File: config.mk
export PLATFORM = sky130hd
export DESIGN_NAME = tap_controller
export DESIGN_NICKNAME = d
export VERILOG_FILES = /design/src/rtl/tap_controller.sv
export SDC_FILE = /design/constraint.sdc
export NUM_CORES = 1
export LEC_CHECK = 0
export ABC_AREA = 1
export ABC_CLOCK_PERIOD_IN_PS = 1250
export CAP_MARGIN = 0
export CORE_UTILIZATION = 56
export CTS_CLUSTER_DIAMETER = 120
export DETAILED_ROUTE_END_ITERATION = 12
export GPL_ROUTABILITY_DRIVEN = 0
export PLACE_DENSITY = 0.78
export SLEW_MARGIN = 5
export SYNTH_ARGS = -nofsm -noshare
export SYNTH_HDL_FRONTEND = slang
export SYNTH_SLANG_ARGS = --single-unit
export TNS_END_PERCENT = 50
File: constraint.sdc
create_clock -name tck -period 1.25 [get_ports tck]
set_input_delay 0.125 -clock tck [delete_from_list [all_inputs] [get_ports tck]]
set_output_delay 0.125 -clock tck [all_outputs]
set_load 0.1 [all_outputs]
File: src/rtl/tap_controller.sv
// IEEE 1149.1 TAP controller: 16-state FSM, BYPASS/IDCODE data registers,
// TDO steering and capture/shift/update strobes for the external data register.
package tap_pkg;
  typedef logic [3:0] tap_ctrl_fsm_t;

  // Classic 1149.1 state encoding
  localparam logic [3:0] EXIT2_DR         = 4'h0;
  localparam logic [3:0] EXIT1_DR         = 4'h1;
  localparam logic [3:0] SHIFT_DR         = 4'h2;
  localparam logic [3:0] PAUSE_DR         = 4'h3;
  localparam logic [3:0] SELECT_IR_SCAN   = 4'h4;
  localparam logic [3:0] UPDATE_DR        = 4'h5;
  localparam logic [3:0] CAPTURE_DR       = 4'h6;
  localparam logic [3:0] SELECT_DR_SCAN   = 4'h7;
  localparam logic [3:0] EXIT2_IR         = 4'h8;
  localparam logic [3:0] EXIT1_IR         = 4'h9;
  localparam logic [3:0] SHIFT_IR         = 4'hA;
  localparam logic [3:0] PAUSE_IR         = 4'hB;
  localparam logic [3:0] RUN_TEST_IDLE    = 4'hC;
  localparam logic [3:0] UPDATE_IR        = 4'hD;
  localparam logic [3:0] CAPTURE_IR       = 4'hE;
  localparam logic [3:0] TEST_LOGIC_RESET = 4'hF;

  // Decoded instruction flags; neither set selects the external DR
  typedef struct packed {
    logic idcode;
    logic bypass;
  } ir_decoding_t;
endpackage

module tap_controller
  import tap_pkg::*;
#(
  parameter int unsigned          IDCODE_W     = 32,
  parameter logic [IDCODE_W-1:0]  IDCODE_VALUE = IDCODE_W'(32'h1BEEF001)
) (
  input  logic          tck,
  input  logic          trst,
  input  logic          tms,
  input  logic          tdi,
  input  ir_decoding_t  ir_dec,
  input  logic          ir_tdo,
  input  logic          ext_dr_tdo,
  output tap_ctrl_fsm_t tap_state,
  output logic          tdo,
  output logic          tdo_en,
  output logic          ext_capture_dr,
  output logic          ext_shift_dr,
  output logic          ext_update_dr
);

  logic [3:0]          state;
  logic [3:0]          state_next;
  logic                bypass_ff;
  logic [IDCODE_W-1:0] idcode_sr;
  logic                sel_idcode;
  logic                sel_bypass;
  logic                sel_ext;

  assign tap_state  = state;
  assign sel_idcode = ir_dec.idcode;
  assign sel_bypass = ir_dec.bypass & ~ir_dec.idcode;
  assign sel_ext    = ~(ir_dec.idcode | ir_dec.bypass);

  always_ff @(posedge tck) begin
    if (trst) state <= TEST_LOGIC_RESET;
    else      state <= state_next;
  end

  always_comb begin
    state_next = state;
    case (state)
      TEST_LOGIC_RESET: state_next = tms ? TEST_LOGIC_RESET : RUN_TEST_IDLE;
      RUN_TEST_IDLE:    state_next = tms ? SELECT_DR_SCAN   : RUN_TEST_IDLE;
      SELECT_DR_SCAN:   state_next = tms ? SELECT_IR_SCAN   : CAPTURE_DR;
      CAPTURE_DR:       state_next = tms ? EXIT1_DR         : SHIFT_DR;
      SHIFT_DR:         state_next = tms ? EXIT1_DR         : SHIFT_DR;
      EXIT1_DR:         state_next = tms ? UPDATE_DR        : PAUSE_DR;
      PAUSE_DR:         state_next = tms ? EXIT2_DR         : PAUSE_DR;
      EXIT2_DR:         state_next = tms ? UPDATE_DR        : SHIFT_DR;
      UPDATE_DR:        state_next = tms ? SELECT_DR_SCAN   : RUN_TEST_IDLE;
      SELECT_IR_SCAN:   state_next = tms ? TEST_LOGIC_RESET : CAPTURE_IR;
      CAPTURE_IR:       state_next = tms ? EXIT1_IR         : SHIFT_IR;
      SHIFT_IR:         state_next = tms ? EXIT1_IR         : SHIFT_IR;
      EXIT1_IR:         state_next = tms ? UPDATE_IR        : PAUSE_IR;
      PAUSE_IR:         state_next = tms ? EXIT2_IR         : PAUSE_IR;
      EXIT2_IR:         state_next = tms ? UPDATE_IR        : SHIFT_IR;
      UPDATE_IR:        state_next = tms ? SELECT_DR_SCAN   : RUN_TEST_IDLE;
      default:          state_next = TEST_LOGIC_RESET;
    endcase
  end

  // Internal DRs move only in CAPTURE_DR/SHIFT_DR of their own instruction
  always_ff @(posedge tck) begin
    if (trst) begin
      bypass_ff <= 1'b0;
      idcode_sr <= IDCODE_VALUE;
    end else if (state == CAPTURE_DR) begin
      if (sel_bypass) bypass_ff <= 1'b0;
      if (sel_idcode) idcode_sr <= IDCODE_VALUE;
    end else if (state == SHIFT_DR) begin
      if (sel_bypass) bypass_ff <= tdi;
      if (sel_idcode) idcode_sr <= {tdi, idcode_sr[IDCODE_W-1:1]};
    end
  end

  always_comb begin
    tdo            = 1'b0;
    tdo_en         = 1'b0;
    ext_capture_dr = 1'b0;
    ext_shift_dr   = 1'b0;
    ext_update_dr  = 1'b0;
    case (state)
      SHIFT_IR: begin
        tdo    = ir_tdo;
        tdo_en = 1'b1;
      end
      SHIFT_DR: begin
        tdo_en       = 1'b1;
        tdo          = sel_idcode ? idcode_sr[0] : (sel_bypass ? bypass_ff : ext_dr_tdo);
        ext_shift_dr = sel_ext;
      end
      CAPTURE_DR: ext_capture_dr = sel_ext;
      UPDATE_DR:  ext_update_dr  = sel_ext;
      default: ;
    endcase
  end

endmodule

==> run metrics <==
io pins 17; fin crit period 1.51 ns; area share of the largest cell type after synthesis a little over two fifths; Leak Pwr 0.00116 uW; Worst Clk Skew 0.0116 ns; syn nets 269; port bufs 16; Reg clk slew, reported paths 0.12 ns; clock root cell clkbuf_4; Comb pwr share between 50% and 60%; Clk pwr share 16.8%; Max VDD drop 1.85 mV; failing checks negative setup slack; worst rel slew slack 87.3%; Via density 5.36; Area contributors post-synth dfxtp_1 42%, nand2_1 18%, nand4_1 12%, inv_1 6.5%, a21oi_1 5.3%; nets@finish approximately 300; Final Hold Violating Endpoints 0; clock sink count 37; Hold Crit Class input port to flop; Overflow after GRT 0; initial antenna violation count 0; n_diodes 0; routed wire length between 4 and 5 mm; Final HPWL DP 2.52 mm; 1st-iter DRT viols 118; max-cap viol count 0; first-pass GRT wire length 6.69 mm; TritonCTS clock tree done; synth unique cells 18; YS warnings 0; Least-Margin Pin Slew 0.190 ns; Critical Path RT 1.12 ns; internal power 2440 uW; largest net degree at the start of global routing 32; Critical Path End Type primary output; final period utilization 121%; sequential share of power 32.4%; Rows 20; Power Density 1730 mW/mm2; Die ar. 0.00340 mm2; Net Sw Frac 43.4%; syn_area_per_cell 6.81 um2; Post-CTS Hold Buffers 0; Filler Cell Count roughly 210; Startpoint Class flop; Core Util, Final 82.2%; Fmax 661 MHz; Net Sw Power around 1900 uW; crit-path max FO 4; RSZ-0062 raised after global routing yes; status finished, violations left; CTS max path bufs 2; die height 58.3 um; die width between 50 and 60 um; Worst-Skew Late Latency 0.35 ns; Final Slew Violations 0; Area Growth Syn to Fin 40.0%; number of detailed-route iterations in the first pass 5; vias 1797; starting density of the core about three fifths; fraction of layout instances using a drive strength above 1 between 20% and 30%; Final setup viols 14; Crit Path Class flop to primary output; post-synth top area cell dfxtp_1; post-route ant nets 0; Pwr Total 4320 uW; # DRC 0; Mapped Area 0.00178 mm2; CTS buffer count 5; setup ws final -0.262 ns; vias in the first global route approximately 1500; Worst Path Arrival 1.39 ns; total global-route track usage 25.8%; cell count after synthesis between 200 and 300; H-tree depth 2; core footprint just over 0.003 mm2; sequential-to-total area share from yosys stat 41.7%; post-DR wirelength/cell 12.9 um; #FFs+latches synth 37
## area by class of cell
class / instances / area, um2 / area share, %
timing repair buffer: 41 / 509 / 20.5
inverter: 33 / 136 / 5.48
multi-input combinational: 173 / 966 / 38.8
tap: 44 / 55.1 / 2.21
clock buffer: 6 / 62.6 / 2.51
clock inverter: 1 / 5.00 / 0.201
sequential: 37 / 756 / 30.4
## critical path, cell delays in order, from the launching register on
cell and delay, ns:
dfxtp_4 0.39, inv_6 0.05, nor2_8 0.12, nand2_4 0.07
o21bai_4 0.19, nand2_8 0.07, buf_12 0.16
## power groups by stage
| stage | clock network, uW | logic [uW] | registers (uW) |
|---|---|---|---|
| after floorplan | 0 | 945 | 1740 |
| after global placement | 0 | 1810 | 1400 |
| after detailed placement | 0 | 1830 | 1400 |
| after CTS | 730 | 1990 | 1400 |
| after global routing | 778 | 2300 | 1410 |
| final | 724 | 2190 | 1400 |
## synthesized netlist by cell type, drive strengths merged
cell / number
nand2: 87
dfxtp: 37
nand4: 33
inv: 32
nor2: 21
a21oi: 19
buf: 13
nand3: 10
clkbuf: 5
a21boi: 1
clkinv: 1
nor3: 1
o21bai: 1
## logic make-up after synthesis
family	count (synthesis)	synth area share [%]
buffers and inverters	51	13.0
AO/OA/AOI/OAI	21	6.19
AND/OR/NAND/NOR	152	39.1
flip-flops	37	41.7
## layer usage
layer  track usage, %  routed length, um  vias to the layer above
li1                 -                  -                      900
met1             34.8               1910                      818
met2             41.1               2110                       71
met3             6.59                248                        8
met4             7.48                 60                        0
met5                0                  0                        -
## timing repair
| item | CTS | global route |
|---|---|---|
| resized for setup | 12 | 20 |
| setup buffers | 5 | 3 |
| endpoints found under the setup margin | 5 | 38 |
| pin swaps | 7 | 2 |
## flip-flops by register name, indices dropped and copies added, names as in the netlist
name and cells:
bypass_ff 1, idcode_sr 32, tap_state 4
## final timing paths
check / from / endpoint / slack, ns / cells past startpoint
worst min-delay path: tdi / idcode_sr[31]$_SDFFE_PP0P_ / 0.42 / 3
worst min register to register: idcode_sr[8]$_SDFFE_PP0P_ / idcode_sr[8]$_SDFFE_PP0P_ / 0.47 / 2
worst max register to register: tap_state[1]$_SDFF_PP1_ / idcode_sr[31]$_SDFFE_PP0P_ / -0.03 / 9
worst max-delay path: tap_state[1]$_SDFF_PP1_ / tdo / -0.26 / 6
## stage by stage
| step | hold WS (ns) | instances | instance area (um2) | setup slack (ns) | TNS [ns] |
|---|---|---|---|---|---|
| after floorplan | 0.250 | 261 | 1920 | -0.452 | -3.51 |
| after detailed placement | 0.450 | 320 | 2260 | -0.168 | -2.55 |
| after global routing | 0.424 | 335 | 2490 | -0.322 | -2.81 |
| after global placement | 0.448 | 320 | 2260 | -0.144 | -1.88 |
| after CTS | 0.418 | 332 | 2410 | -0.261 | -1.06 |
| final | 0.422 | 335 | 2490 | -0.262 | -1.22 |
## layout by cell type (no fill, tap or decap)
master	count
a21boi_0	1
a21oi_1	16
a21oi_2	3
buf_12	12
buf_4	14
buf_6	7
buf_8	1
clkbuf_16	1
clkbuf_4	5
clkdlybuf4s50_1	7
clkinv_1	1
clkinv_2	1
dfxtp_1	33
dfxtp_4	4
inv_1	28
inv_2	1
inv_4	1
inv_6	2
nand2_1	74
nand2_2	8
nand2_4	4
nand2_8	1
nand3_1	8
nand3_4	2
nand4_1	33
nor2_1	13
nor2_2	1
nor2_4	6
nor2_8	1
nor3_4	1
o21bai_4	1
No activity file was read; power rests on OpenSTA's default activity.
